$ cat src/rtl/swing_strike_detector.sv
// Multi-channel swing key strike detector: sync, optional debounce, press/release FSM,
// post-strike lockout and ball_zone grading. Debounce filter is built when SWING_DEBOUNCE_EN is defined.
module swing_strike_detector #(
    parameter int CHANNELS = 2,
    parameter int DEBOUNCE = 4,
    parameter int LOCKOUT  = 16
) (
    input  logic                clock,
    input  logic                reset,
    input  logic [CHANNELS-1:0] swing,
    input  logic                ball_zone,
    output logic [CHANNELS-1:0] strike,
    output logic [CHANNELS-1:0] good_hit,
    output logic [CHANNELS-1:0] miss
);

    // state      | meaning
    // WAIT_PRESS | key released, waiting for a debounced press
    // ARMED      | key pressed, waiting for a debounced release
    // FIRE       | strike pulse for one cycle
    // HOLDOFF    | post-strike lockout, key activity ignored
    localparam logic [1:0] S_WAIT_PRESS = 2'd0;
    localparam logic [1:0] S_ARMED      = 2'd1;
    localparam logic [1:0] S_FIRE       = 2'd2;
    localparam logic [1:0] S_HOLDOFF    = 2'd3;

    localparam int LW = (LOCKOUT > 0) ? $clog2(LOCKOUT + 1) : 1;
    localparam logic [LW-1:0] LOCK_LOAD = (LOCKOUT > 0) ? LW'(LOCKOUT - 1) : '0;

    if (CHANNELS < 1 || DEBOUNCE < 1 || LOCKOUT < 0) begin : g_param_check
        $error("swing_strike_detector: parameter out of range");
    end

    logic [CHANNELS-1:0] sync1_q, sync1_d;
    logic [CHANNELS-1:0] sync2_q, sync2_d;
    logic [CHANNELS-1:0] deb;

    logic [1:0]    state_q [CHANNELS];
    logic [1:0]    state_d [CHANNELS];
    logic [LW-1:0] lock_q  [CHANNELS];
    logic [LW-1:0] lock_d  [CHANNELS];

    logic                zone_prev_q, zone_prev_d;
    logic [CHANNELS-1:0] hit_flag_q, hit_flag_d;
    logic [CHANNELS-1:0] miss_q, miss_d;
    logic                zone_rise, zone_fall;

    always_comb begin
        sync1_d = swing;
        sync2_d = sync1_q;
    end

`ifdef SWING_DEBOUNCE_EN
    localparam int DW = $clog2(DEBOUNCE + 1);

    logic [CHANNELS-1:0] deb_q, deb_d;
    logic [DW-1:0]       dcnt_q [CHANNELS];
    logic [DW-1:0]       dcnt_d [CHANNELS];

    // The counter only advances while the synchronised level disagrees with deb.
    always_comb begin
        for (int c = 0; c < CHANNELS; c++) begin
            deb_d[c]  = deb_q[c];
            dcnt_d[c] = '0;
            if (sync2_q[c] != deb_q[c]) begin
                if (dcnt_q[c] == DW'(DEBOUNCE - 1)) begin
                    deb_d[c] = sync2_q[c];
                end else begin
                    dcnt_d[c] = dcnt_q[c] + DW'(1);
                end
            end
        end
    end

    always_ff @(posedge clock) begin
        if (reset) begin
            deb_q <= '1;
            for (int c = 0; c < CHANNELS; c++) begin
                dcnt_q[c] <= '0;
            end
        end else begin
            deb_q <= deb_d;
            for (int c = 0; c < CHANNELS; c++) begin
                dcnt_q[c] <= dcnt_d[c];
            end
        end
    end

    assign deb = deb_q;
`else
    assign deb = sync2_q;
`endif

    always_comb begin
        for (int c = 0; c < CHANNELS; c++) begin
            state_d[c] = state_q[c];
            lock_d[c]  = lock_q[c];
            strike[c]  = (state_q[c] == S_FIRE);
            case (state_q[c])
                S_WAIT_PRESS: if (!deb[c]) state_d[c] = S_ARMED;
                S_ARMED:      if (deb[c])  state_d[c] = S_FIRE;
                S_FIRE: begin
                    if (LOCKOUT > 0) begin
                        state_d[c] = S_HOLDOFF;
                        lock_d[c]  = LOCK_LOAD;
                    end else begin
                        state_d[c] = S_WAIT_PRESS;
                    end
                end
                S_HOLDOFF: begin
                    if (lock_q[c] == '0) begin
                        state_d[c] = S_WAIT_PRESS;
                    end else begin
                        lock_d[c] = lock_q[c] - LW'(1);
                    end
                end
                default: state_d[c] = S_WAIT_PRESS;
            endcase
        end
    end

    assign good_hit = strike & {CHANNELS{ball_zone}};

    // A good hit in the first zone cycle must survive the rising-edge clear.
    always_comb begin
        zone_rise   = ball_zone & ~zone_prev_q;
        zone_fall   = ~ball_zone & zone_prev_q;
        zone_prev_d = ball_zone;
        hit_flag_d  = (zone_rise ? '0 : hit_flag_q) | good_hit;
        miss_d      = zone_fall ? ~hit_flag_q : '0;
    end

    assign miss = miss_q;

    always_ff @(posedge clock) begin
        if (reset) begin
            sync1_q     <= '1;
            sync2_q     <= '1;
            zone_prev_q <= 1'b0;
            hit_flag_q  <= '0;
            miss_q      <= '0;
            for (int c = 0; c < CHANNELS; c++) begin
                state_q[c] <= S_WAIT_PRESS;
                lock_q[c]  <= '0;
            end
        end else begin
            sync1_q     <= sync1_d;
            sync2_q     <= sync2_d;
            zone_prev_q <= zone_prev_d;
            hit_flag_q  <= hit_flag_d;
            miss_q      <= miss_d;
            for (int c = 0; c < CHANNELS; c++) begin
                state_q[c] <= state_d[c];
                lock_q[c]  <= lock_d[c];
            end
        end
    end

endmodule

$ cat config.mk
export PLATFORM = sky130hd
export DESIGN_NAME = swing_strike_detector
export DESIGN_NICKNAME = d
export VERILOG_FILES = /design/src/rtl/swing_strike_detector.sv
export SDC_FILE = /design/constraint.sdc
export NUM_CORES = 1
export LEC_CHECK = 0
export CORE_MARGIN = 4
export CORE_UTILIZATION = 45
export DETAILED_ROUTE_END_ITERATION = 7
export DONT_BUFFER_PORTS = 1
export GPL_ROUTABILITY_DRIVEN = 0
export PLACE_DENSITY = 0.6
export SLEW_MARGIN = 30
export SYNTH_ARGS = -nofsm -noshare
export SYNTH_HDL_FRONTEND = slang
export SYNTH_SLANG_ARGS = --single-unit
$ cat constraint.sdc
create_clock -name clock -period 2.3 [get_ports clock]
set_input_delay 0.46 -clock clock [delete_from_list [all_inputs] [get_ports clock]]
set_output_delay 0.46 -clock clock [all_outputs]
set_load 0.02 [all_outputs]
### Yosys cells after proc, flatten, opt, wreduce, memory -nomap -nowiden

Memories as Yosys holds them, arrays and structs flattened.
Cells that the tools add are included.

* register bits after elaboration: 9
* bits in latches: 0
* memory bits (writable): 14
* ROM bits: 0
* bits of input ports: 5
* output and inout bits: 6
* logic and storage cells: 52
* memories: 2

Memory list
* lock_q: depth 2, width 5, read ports 2, clocked after memory_dff 0, write ports 2, RTL line 40 `logic [LW-1:0] lock_q [CHANNELS];`
* state_q: depth 2, width 2, read ports 2, clocked after memory_dff 0, write ports 2, RTL line 38 `logic [1:0] state_q [CHANNELS];`

* $add $sub $neg: 2
* $mul: 0
* divide/modulo/power cells: 0
* order comparisons: 0
* eq/ne operators: 6
* shift-type cells: 0
* mux-type cells: 20
* bitwise gates (word level): 12
* reductions and logical operators: 5

Operators by type and width (count)
* $mux W5: 4
* $pmux W5 S2: 2
* $mux W2: 9
* $pmux W2 S4: 2
* $logic_not A5 Y1: 2
* $sub A5 B1 Y5 const B: 2
* $eq A2 B2 Y1 const B: 4
* $eq A2 B1 Y1 const B: 2
* $logic_not A2 Y1: 2
* $or A1 B1 Y1: 4
* $mux W1: 3
* $not A1 Y1: 3
* $and A1 B1 Y1: 2
* $and A2 B2 Y2: 1
* $not A2 Y2: 1
* $or A2 B2 Y2: 1
* $reduce_or A2 Y1: 1

### Longest topological paths before layout

* depth after elaboration: 4
* depth in mapped cells: 6
* gate-level depth less buffers: 5

### Worst setup path after synthesis

Ideal clock, no wire load.

* path kind: register to register
* start: mem lock_q[0][0] (netlist name)
* end: mem state_q[0][0]
* setup time: 72 ps
* data arrival time: 1609 ps
* slack: 619 ps
* stages on the path, launching flop included: 7
* period minus slack after synthesis: 1681 ps
* cell sequence: dfxtp_1 > inv_1 > ha_1 > or4b_4 > buf_6 > a221oi_2 > mux2i_1

RTL lines (RTL line)
* start, declared: 40
* end, declared: 38

==> impl_summary.txt <==
----------------------------------------------------
[Outcome]
  Outcome ... finished clean

[Timing]
  Setup-violating endpoint count in the final report ... 0
  Worst max-slew margin expressed relative to the limit ... 0.665
  Layout Skew ... 1.79 ps
  Period Utilization, post-route ... 0.822
  Hold violation count in the final report ... 0
  Least setup slack across all paths after layout ... 409 ps
  Crit path time final ... 1890 ps
  Unrepaired setup endpoints after global routing ... false
  Final total negative setup slack ... 0 ps
  Final Max Slew Viols ... 0
  Slew at the pin closest to its max-slew limit ... 495 ps
  Max Clk Rate ... 0.529 GHz

[GRT]
  GRT Total Usage ... 0.110
  Initial antenna violation count ... 0
  Global-route wire length before repair ... 2930 µm
  Pin count of the biggest net entering global routing ... 27
  Number of global-route vias before repair ... 702
  Total grt overflow ... 0

[Synthesis]
  #FFs+latches synth ... 23
  Number of synthesis warnings ... 0
  Xor and xnor area share after synthesis ... 0
  Main combinational cell family by area after synthesis ... simple AND/OR/NAND/NOR gates
  Area share of the leading cell type in the synthesized netlist ... 0.404
  Adder and majority cell fraction of the synthesized area ... 0.110
  Mean Syn Cell Area ... 10.0 µm²
  Number of standard cells after synthesis ... 114
  Combined area of all synthesized cells ... 1140 µm²
  Syn Nets ... 129
  Number of distinct standard cells referenced by the synthesized netlist ... 31
  Share of synthesized cell area in and, or, nand and nor gates ... 0.243
  Synth area leaders ... sky130_fd_sc_hd__dfxtp_1 40%, sky130_fd_sc_hd__ha_1 11%, sky130_fd_sc_hd__nand2b_1 3.8%, sky130_fd_sc_hd__a21oi_1 3.5%, sky130_fd_sc_hd__mux2i_1 3.5%
  Most area-hungry cell type in the Yosys netlist ... sky130_fd_sc_hd__dfxtp_1
  Mux contribution to synthesized area ... 0.0351
  Compound-cell area share of the yosys netlist ... 0.148
  Proportion of synthesized chip area in sequential cells ... 0.404

[Clock tree]
  Total clock sinks ... 23
  # hold bufs at CTS ... 0
  Htree depth ... 1
  CTS Root Cell ... sky130_fd_sc_hd__clkbuf_4
  Reg clk slew, reported paths ... 110 ps
  Gates resized, CTS repair ... 0
  Clock tree from TritonCTS ... done
  Post-CTS setup buffer count ... 0
  Source-to-sink clock delay at the later pin of the worst-skew pair ... 300 ps
  Maximum root-to-sink buffer count ... 2
  Num CTS Buffers ... 3

[Worst setup path]
  Startpoint-to-endpoint class of the critical path ... reg2out
  Kind of end point of the critical path ... primary output
  Startpoint types ... flop
  Signal arrival time at the worst endpoint ... 1430 ps
  Endpoint required time on the critical path ... 1840 ps
  Largest fanout of any net on the critical path ... 5

[Floorplanning]
  Placeable core region ... 2320 µm²
  Initial Utilization ... 0.492
  Number of rows created at floorplan ... 17
  DIE AREA ... 3400 µm²
  IO Count ... 11
  Die width ... 58.3 µm
  Die extent in y ... 58.3 µm

[Route]
  Via count ... 764
  Count of unresolved DRC violations after routing ... 0
  DR vias/cell ... 5.46
  Final Routed Wirelength ... 1760 µm
  Mean routed wirelength per cell ... 12.6 µm
  1st-iter DRT viols ... 11
  Count of antenna-violating nets left after detailed routing ... 0
  Router iterations before antenna repair ... 4

[Place]
  Buffers on Ports ... 0
  Estimated wirelength of the detail-placed design ... 1300 µm
  Pre-CTS setup slack ... 472 ps

[Final layout]
  Commonest cells after routing, fill and taps aside ... 23 x sky130_fd_sc_hd__dfxtp_1, 10 x sky130_fd_sc_hd__inv_1, 10 x sky130_fd_sc_hd__ha_1
  Proportion of layout cells with a drive suffix above 1 ... 0.0536
  Count of inserted antenna diode cells ... 0
  Signed area change from the synthesized netlist to the final layout ... 2.63%
  Most common cell after layout, fill and taps aside ... sky130_fd_sc_hd__dfxtp_1
  Nets ... 128

[Run]
  Number of max-cap violations ... 0

[Power and ir drop]
  PD cells ... 1010 nW/µm²
  Peak supply drop ... 0.548 mV
  Leakage ... 0.452 nW

[Hold path]
  Worst min-delay path category ... in2reg

----------------------------------------------------
sequential cells by signal, summed over array words and instances, names as in the netlist:
| register | flops |
|---|---|
| lock_q | 10 |
| state_q | 4 |
| deb | 2 |
| hit_flag_q | 2 |
| miss | 2 |
| sync1_q | 2 |
| zone_prev_q | 1 |
critical path: stages, from the launching register on:
cell                      delay, ps
sky130_fd_sc_hd__dfxtp_1        360
sky130_fd_sc_hd__inv_1           90
sky130_fd_sc_hd__ha_1           360
sky130_fd_sc_hd__and2_1         330
power by group:
| part | internal [mW] | total [mW] | switching [mW] |
|---|---|---|---|
| combinational | 0.214 | 0.476 | 0.262 |
| clock | 0.0675 | 0.175 | 0.108 |
| sequential | 0.467 | 0.530 | 0.0631 |
| total | 0.749 | 1.18 | 0.432 |
synthesized netlist by cell type, drive strengths merged:
cell and n:
a211oi 5, or3 1, o21bai 2, nor4 1, inv 10, clkbuf 4, nand2 2, or4b 3
nor3 2, nor3b 1, nor2b 3, a221oi 2, dfxtp 23, and3 1, buf 2, mux2i 4
nor2 4, or2 4, and4bb 1, a311oi 4, nor4b 4, nand2b 7, a21oi 8, nor4bb 1
and2 2, or3b 1, ha 10, nand4b 2
layer usage:
| layer | global-route usage | part of all wire | up-vias |
|---|---|---|---|
| met5 | 0 | 0 | - |
| met4 | 0.0199 | 0.0079 | 0 |
| met3 | 0.0548 | 0.064 | 2 |
| met2 | 0.175 | 0.42 | 11 |
| met1 | 0.135 | 0.51 | 345 |
| li1 | - | - | 406 |
final timing paths:
| check | from | to | slack, ps | depth (start not counted) |
|---|---|---|---|---|
| max | state_q[0][0] | good_hit[0] | 410 | 3 |
| min | reset | zone_prev_q | 220 | 1 |
| max reg2reg | state_q[0][3] | lock_q[0][8] | 460 | 4 |
| min reg2reg | sync1_q[0] | deb[0] | 410 | 1 |
final cells by class:
cell class	instances	area (µm²)
fillers	223	1150
clock buffers	4	26.3
flip-flops and latches	23	460
inverters	10	37.5
well taps	28	35.0
multi-input cells	75	611
through the flow:
step / total power [mW] / hold slack, ps / std cells / utilization / cell area (µm²)
5_1_grt: 1.28 / 181 / 140 / 0.505 / 1170
3_3_place_gp: 1.01 / 389 / 136 / 0.493 / 1140
2_1_floorplan: 0.985 / 383 / 114 / - / 1140
3_5_place_dp: 1.02 / 392 / 136 / 0.493 / 1140
6_report: 1.18 / 218 / 140 / 0.505 / 1170
4_1_cts: 1.20 / 193 / 140 / 0.505 / 1170
cell families after synthesis:
logic type	count (synthesis)
AO/OA/AOI/OAI	21
multiplexers	4
buffers and inverters	16
flip-flops	23
AND/OR/NAND/NOR	40
adder cells (fa/ha/maj)	10
No activity file was read; power rests on OpenSTA's default activity.
==> patch, RTL diff (config.mk and constraints unchanged) <==
Build with the macro `SWING_DEBOUNCE_EN` defined.
--- a/src/rtl/swing_strike_detector.sv
+++ b/src/rtl/swing_strike_detector.sv
@@ -1,5 +1,7 @@
 // Multi-channel swing key strike detector: sync, optional debounce, press/release FSM,
 // post-strike lockout and ball_zone grading. Debounce filter is built when SWING_DEBOUNCE_EN is defined.
+`define SWING_DEBOUNCE_EN
+
 module swing_strike_detector #(
     parameter int CHANNELS = 2,
     parameter int DEBOUNCE = 4,
Behaviour: not the same (a bounded check fails within 10 cycles, from zero or initial values and one cycle with reset high).
==> patch against the unedited design <==
  * Total power is 9.0% lower
  * Worst setup slack got worse by 0.038 ns
  * Maximum frequency is 2.0% lower
  * First-iteration DRC count increased to 2.8 times the old value
  * Final area up 32%
  * Synthesized area rose by 26%
  * Critical path type unchanged
  * Sequential cell count rose by 8
  * Die area rose by 22%
  * Register-to-register slack got worse by 0.03 ns
  * Critical endpoint unchanged
  * Clock power increased to 2.5 times the old value
  * Sequential power up 6.2%
  * Routed wire length rose by 28%
  * Global-route usage up 2.0 points
==> patch: results (changes against the unedited design) <==
Status
  – Status: finished, final reports clean

CTS
  – H-tree levels: 2 (+1)
  – Post_cts resized: 0 (unchanged)
  – Post-CTS setup buffer count: 0 (unchanged)
  – Cts bufs inserted: 5 (+2)
  – Clock root buffer: clkbuf_4
  – Skew-Pair Late Insertion Delay: 0.33 ns (+0.03 ns)
  – Clock-pin slew on the worst setup and hold paths: about 0.10 ns
  – CTS max path bufs: 2 (unchanged)

Finish
  – Biggest regs: lock_q x10, dcnt_q x6, state_q x4
  – FILL cells: 295 (+32%)
  – Layout cells sized above 1: 10.1% (+4.8 points)
  – # nets final: 166 (+30%)
  – ANT cells: 0 (unchanged)

Setup path
  – Critical Path Source: state_q[0][0]
  – Worst EP arrival: 1.47 ns (+0.04 ns)
  – Reg-to-Reg Start: lock_q[0][0]
  – Max FO, Critical Path: 5 (unchanged)

Global route
  – Global-route wire length before repair: 4.11 mm (+40%)
  – Initial antenna violation count: 0 (unchanged)
  – GRT Util Overall: 13.0% (+2.0 points)
  – Vias in the first global route: 936 (+33%)
  – Largest net degree at the start of global routing: 31 (+15%)

STA
  – Final Skew: 0.00868 ns (+0.00689 ns)
  – Worst Tran Pin Value: 0.356 ns (-0.139 ns)

Synthesis
  – Synth cell count leaders: 31 x dfxtp_1, 14 x ha_1, 14 x inv_1
  – Ranking of synthesized cells by area: dfxtp_1 43%, ha_1 12%, inv_1 3.7%, a21oi_1 3.1%, nand2b_1 3.1%
  – Post-synth top area share: 43.3% (+2.9 points)
  – Netlist cell types: 28 (-9.7%)
  – Seq/Total Area, Yosys: 43.3% (+2.9 points)
  – Yosys warns: 0 (unchanged)
  – Yosys top cell by area: dfxtp_1
  – Ys async rst share: 0% (unchanged)

Power and ir drop
  – Peak VDD IR: 0.378 mV (-31%)
  – Leakage: 0.572 nW (+26%)

Drt
  – Routed vias/inst: 5.04 (-7.6%)
  – Initial drt markers: 31 (+20)
  – WL final: 2.26 mm (+28%)
  – Initial DRT Pass Iterations: 4 (unchanged)

Placed design
  – Place WS: 0.433 ns (-0.0390 ns)
  – Placed inst area: 1460 um^2 (+28%)
  – Input/output buffers: 0 (unchanged)
  – Dpl hpwl: 1.59 mm (+23%)

Worst hold path
  – HP Start: reset
  – Min-Delay Path Class: in -> reg
==> patch: layer usage <==
| layer | up-vias | share of wire [%] | track usage [%] |
|---|---|---|---|
| met2 | 16 | 47 | 20.4 |
| met5 | - | 0 | 0 |
| met1 | 439 | 46 | 14.9 |
| met3 | 7 | 4.6 | 4.51 |
| met4 | 0 | 2.9 | 8.71 |
| li1 | 506 | - | - |
==> patch: worst paths after layout <==
kind,slack [ns],depth (start not counted),endpoint
max,0.37,3,good_hit[0]
min reg2reg,0.40,1,sync2_q[1]
min,0.19,1,lock_q[0][2]
max reg2reg,0.43,5,state_q[0][0]
==> patch: where the power goes <==
group	internal (mW)	switching (mW)
clock network	0.257	0.188
registers	0.551	0.0120
logic	0.0349	0.0315
==> patch: final cells by class <==
type,count,area share (%)
clock buffers,6,3.32
clock inverters,2,2.27
inverters,14,3.40
multi-input cells,95,47.3
flip-flops and latches,31,40.2
well taps,44,3.56
==> patch: per-stage QoR <==
step / instances / utilization [%]
after global placement: 184 / 47.8
after CTS: 192 / 50.6
after global routing: 192 / 50.6
after detailed placement: 184 / 47.8
final: 192 / 50.6
after floorplan: 147 / -
==> patch: cells by family after synthesis <==
| family | Yosys count | synth area share [%] |
|---|---|---|
| xor gates and xnor gates | 2 | 1.22 |
| muxes | 4 | 2.79 |
| AOI/OAI and AO/OA | 25 | 13.4 |
| adders and majority gates | 14 | 12.2 |
| and+or+nand+nor | 50 | 21.4 |
| buffers and inverters | 21 | 5.68 |
| DFF | 31 | 43.3 |
==> patch: worst max-delay path: stages (launching register included) <==
cell and delay [ns]:
dfxtp_1 0.35, inv_1 0.09, ha_1 0.36, and2_1 0.33
